`config.mk`:
```
export PLATFORM = sky130hd
export DESIGN_NAME = sp_sram_param
export DESIGN_NICKNAME = d
export VERILOG_FILES = /design/src/rtl/sp_sram_param.sv
export SDC_FILE = /design/constraint.sdc
export NUM_CORES = 1
export LEC_CHECK = 0
export ABC_CLOCK_PERIOD_IN_PS = 9030
export CELL_PAD_IN_SITES_DETAIL_PLACEMENT = 0
export CELL_PAD_IN_SITES_GLOBAL_PLACEMENT = 2
export CORE_MARGIN = 2
export CORE_UTILIZATION = 40
export CTS_CLUSTER_DIAMETER = 200
export CTS_CLUSTER_SIZE = 25
export DETAILED_ROUTE_END_ITERATION = 6
export GPL_ROUTABILITY_DRIVEN = 0
export HOLD_SLACK_MARGIN = 0.03
export PLACE_DENSITY = 0.7
export SYNTH_ARGS = -nofsm -noshare
export SYNTH_HDL_FRONTEND = slang
export SYNTH_SLANG_ARGS = --single-unit
```
`constraint.sdc`:
```
create_clock -name iClk12M -period 9.03 [get_ports iClk12M]
set_input_delay 1.806 -clock iClk12M [delete_from_list [all_inputs] [get_ports iClk12M]]
set_output_delay 1.806 -clock iClk12M [all_outputs]
set_load 0.05 [all_outputs]
```
`src/rtl/sp_sram_param.sv`:
```
// Parametrised single-port coefficient SRAM with sequential clear engine.
// Define SP_SRAM_RDREG_EN for a second read output register (latency 2).
module sp_sram_param #(
  parameter int DW    = 16,
  parameter int DEPTH = 11,
  parameter int AW    = 4
) (
  input  logic          iClk12M,
  input  logic          iRst,
  input  logic          iCsnRam,
  input  logic          iWrnRam,
  input  logic [AW-1:0] iAddrRam,
  input  logic [DW-1:0] iWtDtRam,
  input  logic          iClrReq,
  input  logic          iErrClr,
  output logic [DW-1:0] oRdDtRam,
  output logic          oRdVld,
  output logic          oBusy,
  output logic          oAddrErr
);

  generate
    if (DEPTH > (1 << AW)) begin : gBadDepth
      $error("sp_sram_param: DEPTH exceeds 2**AW");
    end
  endgenerate

  localparam logic [AW-1:0] LastIdx = AW'(DEPTH - 1);
  localparam logic [AW:0]   DepthW  = (AW + 1)'(DEPTH);

  typedef enum logic {
    CLEAR,
    IDLE
  } state_t;

  state_t          state;
  state_t          nextState;
  logic [AW-1:0]   cnt;
  logic [AW-1:0]   nextCnt;
  logic [DW-1:0]   mem [DEPTH];

  logic            memWe;
  logic [AW-1:0]   memWa;
  logic [DW-1:0]   memWd;
  logic            rdEn;
  logic            errSet;
  logic            inRange;
  logic [DW-1:0]   rdData;

  logic [DW-1:0]   rdDt1;
  logic            rdVld1;

  assign inRange = {1'b0, iAddrRam} < DepthW;
  assign rdData  = inRange ? mem[iAddrRam] : '0;
  assign oBusy   = (state == CLEAR);

  always_comb begin
    nextState = state;
    nextCnt   = cnt;
    memWe     = 1'b0;
    memWa     = iAddrRam;
    memWd     = iWtDtRam;
    rdEn      = 1'b0;
    errSet    = 1'b0;
    unique case (state)
      CLEAR: begin
        memWe = 1'b1;
        memWa = cnt;
        memWd = '0;
        if (cnt == LastIdx) begin
          nextState = IDLE;
          nextCnt   = '0;
        end else begin
          nextCnt = cnt + 1'b1;
        end
      end
      IDLE: begin
        // A clear request pre-empts any access in the same cycle.
        priority case (1'b1)
          iClrReq: begin
            nextState = CLEAR;
            nextCnt   = '0;
          end
          !iCsnRam: begin
            rdEn   = iWrnRam;
            errSet = !inRange;
            memWe  = inRange && !iWrnRam;
          end
          default: ;
        endcase
      end
    endcase
  end

  always_ff @(posedge iClk12M) begin
    if (iRst) begin
      state <= CLEAR;
      cnt   <= '0;
    end else begin
      state <= nextState;
      cnt   <= nextCnt;
    end
  end

  // No reset on the array so it maps onto block RAM.
  always_ff @(posedge iClk12M) begin
    if (memWe && !iRst)
      mem[memWa] <= memWd;
  end

  always_ff @(posedge iClk12M) begin
    if (iRst)
      oAddrErr <= 1'b0;
    else if (errSet)
      oAddrErr <= 1'b1;
    else if (iErrClr)
      oAddrErr <= 1'b0;
  end

  always_ff @(posedge iClk12M) begin
    if (iRst) begin
      rdDt1  <= '0;
      rdVld1 <= 1'b0;
    end else begin
      rdVld1 <= rdEn;
      if (rdEn)
        rdDt1 <= rdData;
    end
  end

`ifdef SP_SRAM_RDREG_EN
  logic flush;
  logic [DW-1:0] rdDt2;
  logic          rdVld2;

  assign flush = (state == IDLE) && iClrReq;

  always_ff @(posedge iClk12M) begin
    if (iRst) begin
      rdDt2  <= '0;
      rdVld2 <= 1'b0;
    end else begin
      rdVld2 <= rdVld1 && !flush;
      if (rdVld1 && !flush)
        rdDt2 <= rdDt1;
    end
  end

  assign oRdDtRam = rdDt2;
  assign oRdVld   = rdVld2;
`else
  assign oRdDtRam = rdDt1;
  assign oRdVld   = rdVld1;
`endif

endmodule
```
* After elaboration in Yosys (flattened, before gate mapping)
Memories as Yosys holds them, arrays and structs flattened. Index checks and enable logic that the tools add are counted.
Storage, ports and cells: register bits 23, bits in latches 0, RAM bits 176, memory bits (read-only) 0, bits of input ports 26, output and inout bits 19, memories kept 1
Memory list:
- mem | words 11, width 16, read ports 1, clocked after memory_dff 0, wr ports 1, line 40 | logic [DW-1:0] mem [DEPTH];
Operators by class: add/subtract/negate cells 1, multipliers 0, div/mod/pow operators 0, $lt $le $gt $ge 1, equal/unequal tests 2, shift operators 0, multiplexer cells 22, bitwise operators 1, reductions and logical operators 6
Operators by type and width (count):
- 16-bit two-way mux | 2
- 1-bit two-way mux | 14
- 4-bit two-way mux | 3
- 4-bit case mux with 2 select lines | 1
- 4-bit by 1-bit adder with 4-bit output (second input constant) | 1
- 4-bit equality test (second input constant) | 1
- 4-bit less-than comparator (second input constant) | 1
- 1-bit case mux with 2 select lines | 2
- 1-bit zero test | 3
- 1-bit logical AND | 2
- 2-bit != test (second input constant) | 1
- 2-bit nonzero test | 1
- 1-bit inverter | 1

* Depth between registers and ports, before layout
Gate-level depths: netlist (run 1).
word-level depth 8, gate-level depth with buffers 7

* Least setup slack after synthesis (run 1)
No wires, ideal clock.
path type input to register, start point input iAddrRam[1], end point memory mem[3][0], enable pin, setup time 413 ps, arrival time 3945 ps, data required time 8617 ps, path slack 4672 ps, cell stages on the path 5, path buffers 1, cell sequence buf_4 > a21o_4 > a2111oi_2 > a21oi_1 > nor3b_1
Between the ends: word-level cells in the longest chain between the ends 8, elaborated cells on any way between the ends 9, classes of those cells order compare (1); mux (6); reduce/logical (2)
Ends and longest elaborated chain:
- start: declaration | line 12 | input logic [AW-1:0] iAddrRam,
- 4-bit less-than comparator | line 53 | assign inRange = {1'b0, iAddrRam} < DepthW;
- 1-bit logical AND | line 87 | memWe = inRange && !iWrnRam;
- 1-bit two-way mux (2 in a row) | line 79 | priority case (1'b1)
- 1-bit case mux with 2 select lines | line 65 | unique case (state)
- 1-bit logical AND | line 107 | if (memWe && !iRst)
- 1-bit two-way mux | line 107
- 1-bit two-way mux (implied by the code) | line 108 | mem[memWa] <= memWd;
- end: declaration | line 40
Several ways; a longest one is shown, not always the timed one.

* Worst setup path in the final report (run 1)
start point input iAddrRam[3], end point memory mem[10][3], enable pin
The elaborated chain is that of the path after synthesis.

==> flow_summary.toml, run 1 <==
[run_status]
outcome = "finished clean"

[global_routing]
grtUsageTotal_pct = 17.75
grt_pass1_vias = 4276
met3_usage_pct = 4.040
antenna_found_initial = 0
grt_busiest_layer = "met2"
grt_use_met1_pct = 24.27
grt_max_degree = 54
grt_overflow_total = 0
met2_usage_pct = 28.97
grt_pass1_wl_mm = 26.28

[pwr]
p_leak_nw = 3.046
ir_drop_uv = 133.6
p_total_mw = 1.878
power_density_nw_per_um2 = 203.6

[sta]
fin_crit_ps = 4208
slew_headroom_pct = 28.90
worst-slew-pin-transition_ps = 1063
fmax_mhz = 237.6
final_max_slew_viol_count = 0
hold_violations = 0
skew_ps = 10.35
finalCritPeriodShare_pct = 46.61
setup_tns_ps = 0
holdWs_ps = 448.9
finalSetupViolations = 0
rsz0062_at_grt = "false"
worst_slack_ps = 4822

[route]
drc = 0
routedWlPerCell_um = 20.72
ant_nets = 0
drt-total-wl_mm = 17.28
via_per_inst = 5.205
vias = 4341
first_iter_violations = 291
drt_pass1_iterations = 4

[job]
max-cap-violations = 0

[critical_path]
rrSetupSlack_ps = 6460
worstSetupEndpointType = "register"
path_class = "in2reg"
critPathLaunchType = "input port"
cp.arrival_ps = 4340
required_ps = 9170
worstPathMaxFanout = 26

[floorplanning]
dieArea_um2 = 20790
core_um2 = 19400
die_x_um = 144.2
rows = 51
initial_utilization_pct = 40.53
ios = 45
dieHeight_um = 144.2

[placement]
dp_slack_ps = 4310
placed_cells = 802
placed_cell_area_um2 = 8613
hpwlAfterDp_mm = 10.34
numPortBuffers = 44

[synth]
synth_most_common_cell = "edfxtp_1"
ys_async_sr_fraction_pct = 0
yosys.area_share.simple_pct = 7.670
yosys_register_bits = 199
synth-main-ff-cell = "edfxtp_1"
synth_edf_count = 176
syn_nets = 536
postSynthCellCount = 508
synthAdderAreaFrac_pct = 0.3183
ys_seq_area_share_pct = 73.07
avgSynthCellArea_um2 = 15.48
syn_area_um2 = 7863
synth_common_cells = "edfxtp_1, mux2i_1, nor2_1, dfxtp_1, nand2_1"
synth.area.mux_share_pct = 10.71
synth_top_cells_by_area = "edfxtp_1, mux2i_1, dfxtp_1"
ys_warn_count = 0
synthXorXnorAreaFrac_pct = 0
synth_compound_area_share_pct = 5.999
synth_top_area_cell = "edfxtp_1"
ys_types = 41
synth_top_family_by_area = "multiplexers"
synth_top_area_share_pct = 67.22

[clocking]
postCtsSetupBuffers = 0
numCtsBuffers = 17
cts.sinks = 199
post_cts_resized = 0
cts_tree = "done"
clock_path_buffers = 2
htreeDepth = 4
cts_root_buffer = "clkbuf_16"
worstSkewPairLatency_ps = 430
clk_pin_slew_ps = 70
cts_hold_buffers = 0

[layout]
fin_nets = 584
drive_gt1_share_pct = 13.18
fillCellCount = 1694
final_cells = 834
final_util_pct = 47.57
areaGrowthSynthToFinish_pct = 17.36
n_antenna_cell = 0
stdcell_area_um2 = 9228

[hold_path]
worstHoldPathType = "reg2reg"
==> metal layers <==
layer  share of wire (%)  routed length (µm)
met3                 4.8                 833
met4                 1.2                 200
met1                  45                7806
met5                   0                   0
met2                  49                8441
==> cell type report <==
| type | count | area [µm²] | area share [%] |
|---|---|---|---|
| Clock buffer | 17 | 425.4 | 4.610 |
| Tap cell | 265 | 331.6 | 3.593 |
| Inverter | 5 | 18.77 | 0.2034 |
| Sequential cell | 199 | 5746 | 62.26 |
| Clock inverter | 15 | 188.9 | 2.047 |
| Timing Repair Buffer | 60 | 550.5 | 5.966 |
| Multi-Input combinational cell | 273 | 1967 | 21.32 |
==> path summary, 6_finish.rpt <==
path / start / endpoint / cells after the start
worst max register to register: state / mem[10][3] / 6
worst max-delay path: iAddrRam[3] / mem[10][3] / 7
worst min-delay path: oRdDtRam[1] / oRdDtRam[1] / 2
worst min register to register: oRdDtRam[1] / oRdDtRam[1] / 2
==> flip-flops by register name, indices dropped and copies added, names as in the netlist <==
signal and cells:
mem 176, oRdDtRam 16, cnt 4, oAddrErr 1, oRdVld 1, state 1
==> cell usage in the layout, fill, tap and decap left out, types with 2 or more instances in the layout <==
cell	instances
mux2i_1	65
buf_4	16
o221ai_1	14
o22ai_1	16
mux2_2	17
nor2_1	49
nand2_1	22
nor3b_1	2
clkinv_8	2
nor3_2	3
bufinv_16	2
clkinv_4	2
inv_8	3
and2_1	16
o21ai_1	10
edfxtp_1	176
nor3b_2	2
nand3b_1	2
buf_2	2
a31oi_1	2
clkinvlp_4	2
a21oi_1	4
dfxtp_1	23
inv_6	3
ha_1	2
inv_1	5
nand2b_1	6
o21ai_0	7
nand3_1	2
clkbuf_16	17
nor4_1	16
clkdlybuf4s50_1	42
==> kinds of logic (layout without fill, tap and decap cells) <==
logic type,after synthesis,in the layout
simple gates,124,124
buf+inv,36,97
flops,199,199
mux,82,82
compound gates,65,65
fa+ha+maj,2,2
==> worst max-delay path, cell delays in order <==
cell and delay, ps:
clkdlybuf4s50_1 390, buf_4 240, a2111oi_0 450, mux2_2 240, nand2_1 90, nor2_1 780
buf_4 330
==> report_power, final <==
part	internal, mW	switching (mW)	total [mW]
sequential	1.01	0.00479	1.01
combinational	0.0363	0.0579	0.0942
clock	0.421	0.353	0.774
total	1.46	0.415	1.88
Note: power is estimated with default switching activity, not from simulation.
==> run 2: changes to the inputs <==
- ABC_CLOCK_PERIOD_IN_PS: 9030 -> 3650
- CORE_UTILIZATION: 40 -> 39
- PLACE_DENSITY: 0.7 -> 0.72
- clock period: 9.03 -> 3.65 ns (I/O delays scaled with it)
==> run 2 against run 1 <==
Against the previous run:
- design area is 0.61% higher
- clock power grew to 2.5 times the previous value
- sequential cell count is the same
- routed wire length grew 16%
- setup slack worse by 4100 ps
- combinational power increased to 2.6 times the previous value
- global-route usage is 1.6 points higher
- via count is 4.1% higher
- total power rose to 2.5 times the previous value
- die area grew 2.5%
- final cell count increased by 0.72%
- first-iteration DRC count increased by 47%
==> flow_summary.toml, run 2 (synthesis results as in run 1) <==
[clocking]
clock_path_buffers = 2
numCtsBuffers = 17
cts_tree = "done"
cts_hold_buffers = 0
postCtsSetupBuffers = 0
clk_pin_slew_ps = 70
cts.sinks = 199
htreeDepth = 4
post_cts_resized = 0
cts_root_buffer = "clkbuf_16"
worstSkewPairLatency_ps = 430

[sta]
slew_headroom_pct = 36.05
finalCritPeriodShare_pct = 79.42
fmax_mhz = 345.0
worst-slew-pin-transition_ps = 956.2
fin_crit_ps = 2899
holdWs_ps = 455.5
skew_ps = 11.75
finalSetupViolations = 0
final_max_slew_viol_count = 0
hold_violations = 0
setup_tns_ps = 0
rsz0062_at_grt = "false"

[global_routing]
antenna_found_initial = 0
grt_pass1_wl_mm = 29.41
grt_overflow_total = 0
grt_max_degree = 33
grt_pass1_vias = 4465
grtUsageTotal_pct = 19.32

[floorplanning]
initial_utilization_pct = 40.01
ios = 45
die_x_um = 146.0
dieArea_um2 = 21310
dieHeight_um = 146.0
core_um2 = 19650
rows = 51

[critical_path]
worstSetupEndpointType = "register"
critical_path_buf_inv_count = 1
cp_cell_sequence = "clkdlybuf4s50_1 > a21o_4 > a211oi_4 > o221ai_1 > o21ai_1"
slowest_delay_ps = 810
required_ps = 4000
cp.arrival_ps = 3250
path_class = "in2reg"
worstPathMaxFanout = 16
critPathSlowestCell = "a211oi_4"
critPathTopFamily = "compound AO/OA/AOI/OAI gates"
critPathLaunchType = "input port"

[job]
max-cap-violations = 0

[route]
routedWlPerCell_um = 23.81
drt-total-wl_mm = 20.00
vias = 4517
drc = 0
first_iter_violations = 429
drt_pass1_iterations = 4
via_per_inst = 5.377
ant_nets = 0

[layout]
final_util_pct = 47.24
largest_reg_flops = 176
drive_gt1_share_pct = 13.91
top_register = "mem"
layout_common_cells = "edfxtp_1, mux2i_1, nor2_1"
areaGrowthSynthToFinish_pct = 18.08
fillCellCount = 1761
register_area_um2 = 5746
fin_nets = 590
multiInputGateArea_um2 = 1967
n_antenna_cell = 0
final_common_cell = "edfxtp_1"

[placement]
numPortBuffers = 44
hpwlAfterDp_mm = 13.23

[pwr]
p_leak_nw = 3.086
ir_drop_uv = 346.2
power_density_nw_per_um2 = 508.6

[hold_path]
worstHoldPathType = "reg2reg"

[run_status]
outcome = "finished clean"
-- run 2: cell types whose count changed in the layout (fill, tap and decap cells not counted), moves of 2 or more --
cell / delta
buf_4: +6
bufinv_16: +2
clkinv_2: +2
clkinv_8: -2
inv_8: -2
-- run 2: metal layers --
layer	vias to the layer above	part of all wire, %	track usage [%]
li1	2062	-	-
met1	2306	45	26.87
met2	129	48	30.92
met3	20	4.1	2.821
met4	0	2.4	7.427
met5	-	0	0
-- run 2: final cells by class --
cell class                 count  area share, %
sequential                   199          61.89
multi-input combinational    273          21.19
timing repair buffer          66          6.415
clock buffer                  18          4.623
tap                          265          3.571
clock inverter                14          2.116
inverter                       5         0.2022
-- run 2: path summary, 6_finish.rpt --
path               startpoint     endpoint  slack (ps)  depth (start not counted)
setup / recovery  iAddrRam[1]  oRdDtRam[4]         750                          5
setup reg to reg        state  oRdDtRam[4]        1060                          5
hold reg to reg   oRdDtRam[5]  oRdDtRam[5]         460                          2
hold / removal    oRdDtRam[5]  oRdDtRam[5]         460                          2
-- run 2: worst min-delay path: stages (launching register included) --
cell     delay (ps)
dfxtp_1         310
nand2_1          50
o21ai_1          50
-- run 2: per-stage QoR --
stage | cell area [µm²] | total power [mW] | worst slack (ps) | instances
5_1_grt | 9284 | 4.862 | 712.2 | 840
3_3_place_gp | 8658 | 2.796 | 353.3 | 808
6_report | 9284 | 4.721 | 751.2 | 840
3_5_place_dp | 8658 | 2.799 | 343.6 | 808
2_1_floorplan | 7863 | 2.695 | 368.1 | 508
4_1_cts | 9284 | 4.752 | 774.5 | 840
-- run 2: where the power goes --
part	internal, mW	total (mW)	leakage (nW)	switching, mW
clock	1.16	1.97	0.305	0.816
combinational	0.0934	0.246	1.05	0.153
sequential	2.49	2.50	1.73	0.0124
total	3.74	4.72	3.09	0.982
==> run 3: changes to the inputs <==
- ABC_CLOCK_PERIOD_IN_PS: 3650 -> 2800
- CORE_UTILIZATION: 39 -> 40
- PLACE_DENSITY: 0.72 -> 0.7
- clock period: 3.65 -> 2.8 ns (I/O delays scaled with it)
==> run 3 against run 2 <==
Against the previous run:
- combinational power rose by 33%
- largest cell class unchanged
- sequential share of layout area is 1.4 points lower
- design area rose by 2.4%
- utilization is 1.8 points higher
- global-route usage shrank 0.85 points
==> flow_summary.toml, run 3 (synthesis results as in run 1) <==
[sta]
skew_ps = 7.477
final_max_slew_viol_count = 0
rsz0062_at_grt = "false"
finalCritPeriodShare_pct = 78.14
worst-slew-pin-transition_ps = 1067
finalSetupViolations = 0
hold_violations = 0
fmax_mhz = 457.0
holdWs_ps = 448.0
slew_headroom_pct = 28.56
fin_crit_ps = 2188

[layout]
n_antenna_cell = 0
fin_nets = 611
largest_reg_flops = 176
stdcell_area_um2 = 9507
final_cells = 861
top_register = "mem"
fillCellCount = 1722
multiInputGateArea_um2 = 1969
layout_common_cells = "edfxtp_1, mux2i_1, nor2_1"
drive_gt1_share_pct = 17.11
final_common_cell = "edfxtp_1"
register_area_um2 = 5746
areaGrowthSynthToFinish_pct = 20.91
final_util_pct = 49.01

[clocking]
post_cts_resized = 0
cts_hold_buffers = 0
worstSkewPairLatency_ps = 430
cts.sinks = 199
htreeDepth = 4
clock_path_buffers = 2
cts_root_buffer = "clkbuf_16"
cts_tree = "done"
numCtsBuffers = 17
clk_pin_slew_ps = 60
postCtsSetupBuffers = 0

[route]
first_iter_violations = 233
routedWlPerCell_um = 20.79
ant_nets = 0
via_per_inst = 5.152
drc = 0
drt-total-wl_mm = 17.90
vias = 4436
drt_pass1_iterations = 5

[placement]
hpwlAfterDp_mm = 12.36
placed_cell_area_um2 = 8904
numPortBuffers = 44
placed_cells = 829

[global_routing]
grtUsageTotal_pct = 18.48
met2_usage_pct = 32.18
grt_pass1_wl_mm = 27.39
grt_use_met1_pct = 22.67
met3_usage_pct = 3.510
antenna_found_initial = 0
grt_pass1_vias = 4689
grt_busiest_layer = "met2"
grt_max_degree = 51
grt_overflow_total = 0

[floorplanning]
rows = 51
dieArea_um2 = 20790
ios = 45
dieHeight_um = 144.2
die_x_um = 144.2
core_um2 = 19400
initial_utilization_pct = 40.53

[pwr]
power.internal_mw = 4.807
p_sw_share_pct = 21.01
p_seq_share_pct = 53.6
power_density_nw_per_um2 = 640.2
p_clk_share_pct = 41.0
combinationalPowerShare_pct = 5.4
p_switching_mw = 1.279
p_leak_nw = 3.199
ir_drop_uv = 404.7

[critical_path]
critical_path_buf_inv_count = 3
critPathTopFamily = "buffers and inverters"
critPathLaunchType = "input port"
worstPathMaxFanout = 16
required_ps = 2940
critPathSlowestCell = "clkdlybuf4s50_1"
worstSetupEndpointType = "register"
cp_cell_sequence = "clkdlybuf4s50_1 > buf_4 > nor3b_1 > o21bai_1 > nand2b_1 > nor2_1 > buf_12"
slowest_delay_ps = 460
cp.arrival_ps = 2320
path_class = "in2reg"

[hold_path]
worstHoldPathType = "reg2reg"

[run_status]
outcome = "finished clean"

[job]
max-cap-violations = 0
-- run 3: cell count changes in the layout (fill, tap and decap cells not counted), sizes merged --
cell	previous run	this run
buf	24	46
bufinv	4	3
clkbuf	18	19
clkdlybuf4s50	42	41
clkinv	4	5
inv	10	9
-- run 3: metal layers --
metal | part of all wire [%] | vias to the layer above
met5 | 0 | -
met1 | 42 | 2194
met4 | 2.6 | 0
met3 | 3.9 | 27
li1 | - | 2107
met2 | 51 | 108
-- run 3: power by group through the flow --
stage          Sequential, mW  Clock [mW]  Combinational (mW)
4_1_cts                  3.26        2.54               0.335
3_3_place_gp             3.33           0               0.331
2_1_floorplan            3.32           0               0.193
6_report                 3.26        2.50               0.328
3_5_place_dp             3.33           0               0.334
5_1_grt                  3.27        2.66               0.357
-- run 3: final timing paths --
path                from          end  slack [ps]  depth (start not counted)
min reg2reg  oRdDtRam[4]  oRdDtRam[4]         450                          2
max reg2reg        state   mem[8][12]         740                          5
max          iAddrRam[1]   mem[8][12]         610                          7
min          oRdDtRam[4]  oRdDtRam[4]         450                          2
-- run 3: tightest hold or removal path: cells and delay by family (launching register included) --
kind | cells | cell delay (ps)
AO/OA/AOI/OAI | 1 | 50
AND/OR/NAND/NOR | 1 | 50
flip-flops | 1 | 310
-- run 3: final cells by class --
cell class | count | area share, %
clock inverter | 13 | 1.790
sequential | 199 | 60.44
multi-input combinational | 273 | 20.72
inverter | 5 | 0.1974
timing repair buffer | 87 | 8.818
clock buffer | 19 | 4.554
tap | 265 | 3.488
-- run 3: stage by stage --
step                      worst slack (ps)  total power, mW  setup TNS, ps
final                                612.0            6.086              0
after global routing                 498.8            6.278              0
after CTS                            573.5            6.141              0
after detailed placement             123.2            3.661              0
after global placement               146.5            3.657              0
after floorplan                     -215.0            3.515          -6880
